`src/rtl/hdmi_verify_pkg.sv`:
```
// rtl/hdmi_verify_pkg.sv - shared tags, FSM encoding and header constants for the HDMI frame verifier
package hdmi_verify_pkg;

    localparam logic [7:0] TAG_LAT = 8'h00;
    localparam logic [7:0] TAG_PIX = 8'h10;
    localparam logic [7:0] TAG_SEQ = 8'h11;

    localparam logic [11:0] HDR_H = 12'd0;
    localparam logic [11:0] HDR_V = 12'd0;
    localparam logic [11:0] LAT_H = 12'd1;
    localparam logic [11:0] LAT_V = 12'd0;

    localparam logic [7:0] SYNC_ARM  = 8'hFF;
    localparam logic [7:0] SYNC_LOCK = 8'h00;

    typedef enum logic [1:0] {
        ST_HUNT   = 2'd0,
        ST_ARMED  = 2'd1,
        ST_LOCKED = 2'd2
    } state_t;

    function automatic logic [15:0] sat_inc16(input logic [15:0] v);
        return (v == 16'hFFFF) ? v : v + 16'd1;
    endfunction

    function automatic logic [7:0] sat_inc8(input logic [7:0] v);
        return (v == 8'hFF) ? v : v + 8'd1;
    endfunction

endpackage

```
`src/rtl/verify_report_fifo.sv`:
```
// rtl/verify_report_fifo.sv - first-word-fall-through report queue with full/empty flags
module verify_report_fifo #(
    parameter int DEPTH = 8,
    parameter int WIDTH = 64
) (
    input  logic             clk,
    input  logic             rst,
    input  logic             push,
    input  logic [WIDTH-1:0] push_data,
    input  logic             pop,
    output logic [WIDTH-1:0] head_data,
    output logic             full,
    output logic             empty
);

    localparam int AW = (DEPTH > 1) ? $clog2(DEPTH) : 1;
    localparam logic [AW:0] FULL_COUNT = (AW + 1)'(DEPTH);

    logic [WIDTH-1:0] mem [DEPTH];
    logic [AW-1:0]    wr_ptr;
    logic [AW-1:0]    rd_ptr;
    logic [AW:0]      count;
    logic             do_push;
    logic             do_pop;

    assign empty   = (count == '0);
    assign full    = (count == FULL_COUNT);
    assign do_pop  = pop && !empty;
    // A pop in the same cycle frees the slot, so a full queue still accepts the push.
    assign do_push = push && (!full || do_pop);

    assign head_data = empty ? '0 : mem[rd_ptr];

    always_ff @(posedge clk) begin
        if (do_push) begin
            mem[wr_ptr] <= push_data;
        end
    end

    always_ff @(posedge clk or posedge rst) begin
        if (rst) begin
            wr_ptr <= '0;
            rd_ptr <= '0;
            count  <= '0;
        end else begin
            if (do_push) begin
                wr_ptr <= wr_ptr + 1'b1;
            end
            if (do_pop) begin
                rd_ptr <= rd_ptr + 1'b1;
            end
            case ({do_push, do_pop})
                2'b10:   count <= count + 1'b1;
                2'b01:   count <= count - 1'b1;
                default: count <= count;
            endcase
        end
    end

endmodule

```
`src/rtl/hdmi_frame_verifier.sv`:
```
// rtl/hdmi_frame_verifier.sv - compares received HDMI pixels with the generator and queues report records
module hdmi_frame_verifier
    import hdmi_verify_pkg::*;
#(
    parameter int H_ACTIVE   = 1920,
    parameter int V_ACTIVE   = 1080,
    parameter int CW         = 8,
    parameter int NCH        = 3,
    parameter int TW         = 24,
    parameter int LAT_OFFSET = 'h92,
    parameter int LAT_EVERY  = 256,
    parameter int MAX_ERR    = 16,
    parameter int RPT_DEPTH  = 8
) (
    input  logic              clk,
    input  logic              rst,
    input  logic              pix_valid,
    input  logic [11:0]       pix_h,
    input  logic [11:0]       pix_v,
    input  logic [NCH*CW-1:0] pix_data,
    input  logic [TW-1:0]     pix_time,
    input  logic [NCH*CW-1:0] exp_data,
    output logic [11:0]       exp_h,
    output logic [11:0]       exp_v,
    output logic [3:0]        sel,
    output logic [11:0]       step_count,
    input  logic [TW-1:0]     time_count,
    input  logic [CW-1:0]     tol,
    output logic              rpt_valid,
    output logic [63:0]       rpt_data,
    input  logic              rpt_ready,
    output logic              locked,
    output logic [7:0]        frame_count,
    output logic [15:0]       error_count,
    output logic              overflow
);

    localparam int CH1 = (NCH > 1) ? 1 : 0;

    logic              s1_valid;
    logic [NCH*CW-1:0] got;
    logic [TW-1:0]     got_time;

    state_t      state;
    logic [7:0]  expected_frame;
    logic [7:0]  err_frame;
    logic [15:0] frame_err;

    logic [CW-1:0]  exp_ch [NCH];
    logic [CW-1:0]  got_ch [NCH];
    logic [7:0]     diff8  [NCH];
    logic [NCH-1:0] ch_bad;

    logic        is_active;
    logic        is_header;
    logic        is_lat;
    logic        in_lock;
    logic        lat_due;
    logic        mismatch;
    logic        rec_room;
    logic [7:0]  hdr_frame;
    logic [23:0] lat24;
    logic [23:0] pix_diffs;
    logic        push;
    logic [63:0] push_data;
    logic        pop;
    logic        full;
    logic        empty;

    for (genvar i = 0; i < NCH; i++) begin : g_ch
        assign exp_ch[i] = exp_data[(NCH-1-i)*CW +: CW];
        assign got_ch[i] = got[(NCH-1-i)*CW +: CW];
        assign diff8[i]  = 8'(16'(exp_ch[i]) - 16'(got_ch[i]));
        assign ch_bad[i] = (exp_ch[i] >= got_ch[i]) ? ((exp_ch[i] - got_ch[i]) > tol)
                                                    : ((got_ch[i] - exp_ch[i]) > tol);
    end

    always_comb begin
        pix_diffs = '0;
        for (int i = 0; i < 3; i++) begin
            if (i < NCH) begin
                pix_diffs[(2-i)*8 +: 8] = diff8[i];
            end
        end
    end

    // S2 works on the registered coordinates; the generator answers for those same coordinates.
    assign is_active = s1_valid && (exp_h < 12'(H_ACTIVE)) && (exp_v < 12'(V_ACTIVE));
    assign is_header = (exp_h == HDR_H) && (exp_v == HDR_V);
    assign is_lat    = (exp_h == LAT_H) && (exp_v == LAT_V);
    assign in_lock   = (state == ST_LOCKED);
    assign hdr_frame = 8'(got_ch[NCH-1]);
    assign lat_due   = ((32'(frame_count) & (LAT_EVERY - 1)) == 0);
    assign lat24     = 24'(time_count - got_time - TW'(LAT_OFFSET));
    assign mismatch  = |ch_bad;
    assign rec_room  = (frame_err < 16'(MAX_ERR));

    always_comb begin
        push      = 1'b0;
        push_data = '0;
        if (is_active && in_lock) begin
            if (is_header) begin
                if (hdr_frame != expected_frame) begin
                    push      = 1'b1;
                    push_data = {TAG_SEQ, expected_frame, hdr_frame, 40'd0};
                end
            end else if (is_lat) begin
                if (lat_due) begin
                    push      = 1'b1;
                    push_data = {TAG_LAT, lat24, err_frame, 24'd0};
                end
            end else if (mismatch && rec_room) begin
                push      = 1'b1;
                push_data = {TAG_PIX, 4'd0, exp_h, 4'd0, exp_v, pix_diffs};
            end
        end
    end

    assign pop       = rpt_valid && rpt_ready;
    assign rpt_valid = !empty;
    assign locked    = in_lock;

    verify_report_fifo #(
        .DEPTH (RPT_DEPTH),
        .WIDTH (64)
    ) u_fifo (
        .clk       (clk),
        .rst       (rst),
        .push      (push),
        .push_data (push_data),
        .pop       (pop),
        .head_data (rpt_data),
        .full      (full),
        .empty     (empty)
    );

    always_ff @(posedge clk or posedge rst) begin
        if (rst) begin
            s1_valid       <= 1'b0;
            exp_h          <= '0;
            exp_v          <= '0;
            got            <= '0;
            got_time       <= '0;
            state          <= ST_HUNT;
            expected_frame <= 8'd1;
            err_frame      <= '0;
            frame_err      <= '0;
            sel            <= '0;
            step_count     <= '0;
            frame_count    <= '0;
            error_count    <= '0;
            overflow       <= 1'b0;
        end else begin
            s1_valid <= pix_valid;
            if (pix_valid) begin
                exp_h    <= pix_h;
                exp_v    <= pix_v;
                got      <= pix_data;
                got_time <= pix_time;
            end

            if (push && full && !pop) begin
                overflow <= 1'b1;
            end

            if (is_active && is_header) begin
                sel         <= got_ch[0][CW-1 -: 4];
                step_count  <= 12'({got_ch[0], got_ch[CH1]});
                frame_count <= hdr_frame;
                frame_err   <= '0;
                case (state)
                    ST_HUNT: begin
                        if (hdr_frame == SYNC_ARM) begin
                            state <= ST_ARMED;
                        end
                    end
                    ST_ARMED: begin
                        if (hdr_frame == SYNC_LOCK) begin
                            state          <= ST_LOCKED;
                            expected_frame <= 8'd1;
                        end else begin
                            state <= ST_HUNT;
                        end
                    end
                    ST_LOCKED: begin
                        if (hdr_frame != expected_frame) begin
                            expected_frame <= hdr_frame + 8'd1;
                            error_count    <= sat_inc16(error_count);
                            err_frame      <= sat_inc8(err_frame);
                        end else begin
                            expected_frame <= expected_frame + 8'd1;
                        end
                    end
                    default: state <= ST_HUNT;
                endcase
            end else if (is_active && is_lat) begin
                if (in_lock && lat_due) begin
                    err_frame <= '0;
                end
            end else if (is_active && in_lock && mismatch) begin
                error_count <= sat_inc16(error_count);
                err_frame   <= sat_inc8(err_frame);
                if (rec_room) begin
                    frame_err <= frame_err + 16'd1;
                end
            end
        end
    end

endmodule

```
`config.mk`:
```
export PLATFORM = sky130hd
export DESIGN_NAME = hdmi_frame_verifier
export DESIGN_NICKNAME = d
export VERILOG_FILES = /design/src/rtl/hdmi_verify_pkg.sv /design/src/rtl/verify_report_fifo.sv /design/src/rtl/hdmi_frame_verifier.sv
export SDC_FILE = /design/constraint.sdc
export NUM_CORES = 1
export LEC_CHECK = 0
export CAP_MARGIN = 30
export CORE_MARGIN = 2
export CORE_UTILIZATION = 35
export CTS_BUF_LIST = sky130_fd_sc_hd__clkbuf_2 sky130_fd_sc_hd__clkbuf_4 sky130_fd_sc_hd__clkbuf_8
export CTS_CLUSTER_DIAMETER = 30
export DETAILED_ROUTE_END_ITERATION = 8
export PLACE_DENSITY = 0.64
export SETUP_SLACK_MARGIN = 0.1
export SYNTH_ARGS = -nofsm -noshare
export SYNTH_HDL_FRONTEND = slang
export SYNTH_SLANG_ARGS = --single-unit
export TNS_END_PERCENT = 30
```
`constraint.sdc`:
```
create_clock -name clk -period 24.3 [get_ports clk]
set_input_delay 3.645 -clock clk [delete_from_list [all_inputs] [get_ports clk]]
set_output_delay 3.645 -clock clk [all_outputs]
set_load 0.02 [all_outputs]
```
==> summary.md <==
| Metric | Value |
|---|---|
| CP endpoint kind | flip-flop |
| Area contributors post-synth | edfxtp_1, dfrtp_1, mux4_2 |
| CTS H-tree lvls | 3 |
| Utilization after layout | 43.5% |
| Initial antenna violation count | 3 |
| RSZ-0062 raised after global routing | false |
| Tcrit/Tclk final | 33.5% |
| Syn Inst Count | 2023 |
| Mean post-synth cell area | 14.4 um2 |
| Initial DRT Pass Iterations | 6 |
| Hold Buf Count CTS | 0 |
| Outcome | finished clean |
| Clock power frac | 34.7% |
| Setup TNS | 0 ps |
| # DRC | 0 |
| Port Buf Inserts | 256 |
| Chip Width | 293 um |
| Core area | 0.0822 mm2 |
| Post-synthesis register bit count | 622 |
| CTS tree | yes |
| Reg2reg end | u_fifo.count[3]$_DFFE_PP0P_ |
| Min Tclk post-route | 8140 ps |
| P&R area growth vs syn | 22.6% |
| Largest net degree at the start of global routing | 86 |
| Crit start category | input port |
| Main synth FF type | edfxtp_1 |
| Worst Hold Launch | overflow$_DFFE_PP0P_ |
| Reg power frac | 38.3% |
| Number of flops mapped to enable cells by yosys | 464 |
| RD Place Congestion | 0.840 |
| Via-per-instance ratio | 5.11 |
| Final Max Slew Viols | 0 |
| DR WL/cell | 21.1 um |
| Switching part of the total | 30.3% |
| Total number of vias | 17993 |
| Worst Hold End | overflow$_DFFE_PP0P_ |
| CP most frequent cell | a21oi_1 |
| Ratio of cells with drive above 1 in the final layout | 18.1% |
| CTS Buf Count | 116 |
| Drt initial violations | 1217 |
| Chip height | 293 um |
| Worst stage delay on the critical path | 540 ps |
| Critical-path top delay cell | clkdlybuf4s50_1 |
| Reg2Reg Depth | 24 |
| LEAKAGE | 0.0134 uW |
| CP required | 24890 ps |
| Max FO, Critical Path | 25 |
| Die ar. | 0.0857 mm2 |
| Initial Util | 35.5% |
| Relative slew slack | 26.4% |
| Max VDD drop | 0.0508 mV |
| Arrival @ worst endpoint | 8730 ps |
| Maximum capacitance violations | 0 |
| GR Overflow Total | 0 |
| Hold Vio Cnt, Final | 0 |
| Pint | 2180 uW |
| Gate power share | 27.0% |
| Routed Wire Length | 74.4 mm |
| Post-Layout Cell Count | 3519 |
| Count leader, synth | edfxtp_1 |
| Top cell type's share of synthesized area | 47.8% |
| Rows | 105 |
| Skew final | 57.0 ps |
| Fmax | 123 MHz |
| Final Setup Violations | 0 |
| Seq/Total Area, Yosys | 61.3% |
| Post-Syn Area | 0.0292 mm2 |
| Worst R2R Start | got[1]$_DFFE_PP0P_ |
| Clk slew on worst S/H paths | 50 ps |
| CTS Sinks | 622 |
| Slack of the worst reg-to-reg path | 18900 ps |
| Detailed placement HPWL | 50.8 mm |
| Largest area contributor in the netlist | edfxtp_1 |
| Post-synth ARST share | 25.4% |
| Cells after DPL | 3295 |
| Layout net count | 2633 |
| Vias in the first global route | 19046 |
| Root Driver | clkbuf_8 |
| Io pins | 263 |
| Sw Pwr | 948 uW |
| Count of cell types in the netlist | 71 |
| Worst-case clock buffer depth | 3 |
| First-pass GRT wire length | 113 mm |
| Synth warn | 0 |
| Gr usage total | 17.3% |
| Top post-synthesis cells by count | edfxtp_1, inv_1, dfrtp_1 |
| Worst-Skew Late Latency | 750 ps |
| Post-CTS sizing | 0 |
| Hold-critical path depth | 1 |
| Postcts setup bufs | 0 |
| Worst-margin pin slew | 1090 ps |
| Detail Route Antenna Nets | 0 |
| WS Path Type | input port to flip-flop |
| Hold WC Path Type | flip-flop to flip-flop |
| Power Dens Cells | 87.6 mW/mm2 |
-- layout by cell type, fill, tap and decap left out, drive strengths merged, types with 78 or more instances in the layout --
cell           instances
a21oi                 78
clkbuf               158
clkdlybuf4s50        255
dfrtp                157
edfxtp               464
ha                   143
inv                  169
mux4                 116
nand2                107
nor2                 117
o21ai                 92
-- stage by stage --
step	hold WS [ps]	worst slack (ps)	cell area, um2	power [uW]
3_3_place_gp	452	15090	33000	2060
2_1_floorplan	454	11340	29200	1760
6_report	461	16160	35800	3130
4_1_cts	458	16260	35600	3170
3_5_place_dp	443	15490	33100	2080
5_1_grt	470	15650	35800	3290
-- worst max path at each step --
stage | from | end | cells past startpoint
6_report | exp_data[17] | u_fifo.count[3]$_DFFE_PP0P_ | 27
5_1_grt | exp_data[17] | u_fifo.count[3]$_DFFE_PP0P_ | 28
4_1_cts | exp_data[17] | u_fifo.count[3]$_DFFE_PP0P_ | 28
3_5_place_dp | exp_data[17] | u_fifo.mem[4][44]$_DFFE_PP_ | 20
3_3_place_gp | exp_data[17] | u_fifo.mem[7][38]$_DFFE_PP_ | 23
2_1_floorplan | exp_data[18] | u_fifo.mem[2][0]$_DFFE_PP_ | 20
-- critical path: cells and delay by family --
family          cells  cell delay [ps]
xor+xnor            1              170
simple gates        4              760
fa+ha+maj           3              910
buf+inv             3              930
compound gates     14             1870
mux                 2              450
-- cell families (layout without fill, tap and decap cells) --
kind of cell / Yosys count / count (layout) / synth area share, %
XOR/XNOR: 99 / 99 / 2.97
other: 1 / 9 / 0.0129
adder cells (fa/ha/maj): 151 / 151 / 6.68
multiplexers: 230 / 230 / 13.1
buffers and inverters: 247 / 665 / 3.26
flip-flops: 622 / 622 / 61.3
AO/OA/AOI/OAI: 284 / 284 / 6.01
AND/OR/NAND/NOR: 389 / 389 / 6.63
-- state kept, by name (all words and copies together) (netlist names), 4 cells and up --
register,count
expected_frame,8
got,24
u_fifo.mem,464
u_fifo.count,4
got_time,24
frame_err,16
exp_v,12
frame_count,8
step_count,12
err_frame,8
error_count,16
exp_h,12
sel,4
-- final cells by class --
cell class              count  area [um2]
repair buffers            292        2940
well taps                1070        1340
multi-input cells        1159       10400
fillers                  7297       46500
flip-flops and latches    622       17900
clock inverters            60         622
diodes                      3        7.51
clock buffers             154        1940
inverters                 159         602
-- layer usage --
metal	GRT usage (%)	wire, um
met3	3.91	5050
met5	0	10
met2	28.4	35400
met4	5.62	1690
met1	22.9	32200
-- power groups by stage --
| stage | Sequential, uW | Clock (uW) | Combinational [uW] |
|---|---|---|---|
| 5_1_grt | 1200 | 1170 | 921 |
| 2_1_floorplan | 1190 | 0 | 569 |
| 6_report | 1200 | 1090 | 846 |
| 4_1_cts | 1200 | 1110 | 858 |
| 3_3_place_gp | 1240 | 0 | 821 |
| 3_5_place_dp | 1220 | 0 | 856 |
Power figures use the tool's default switching activity.
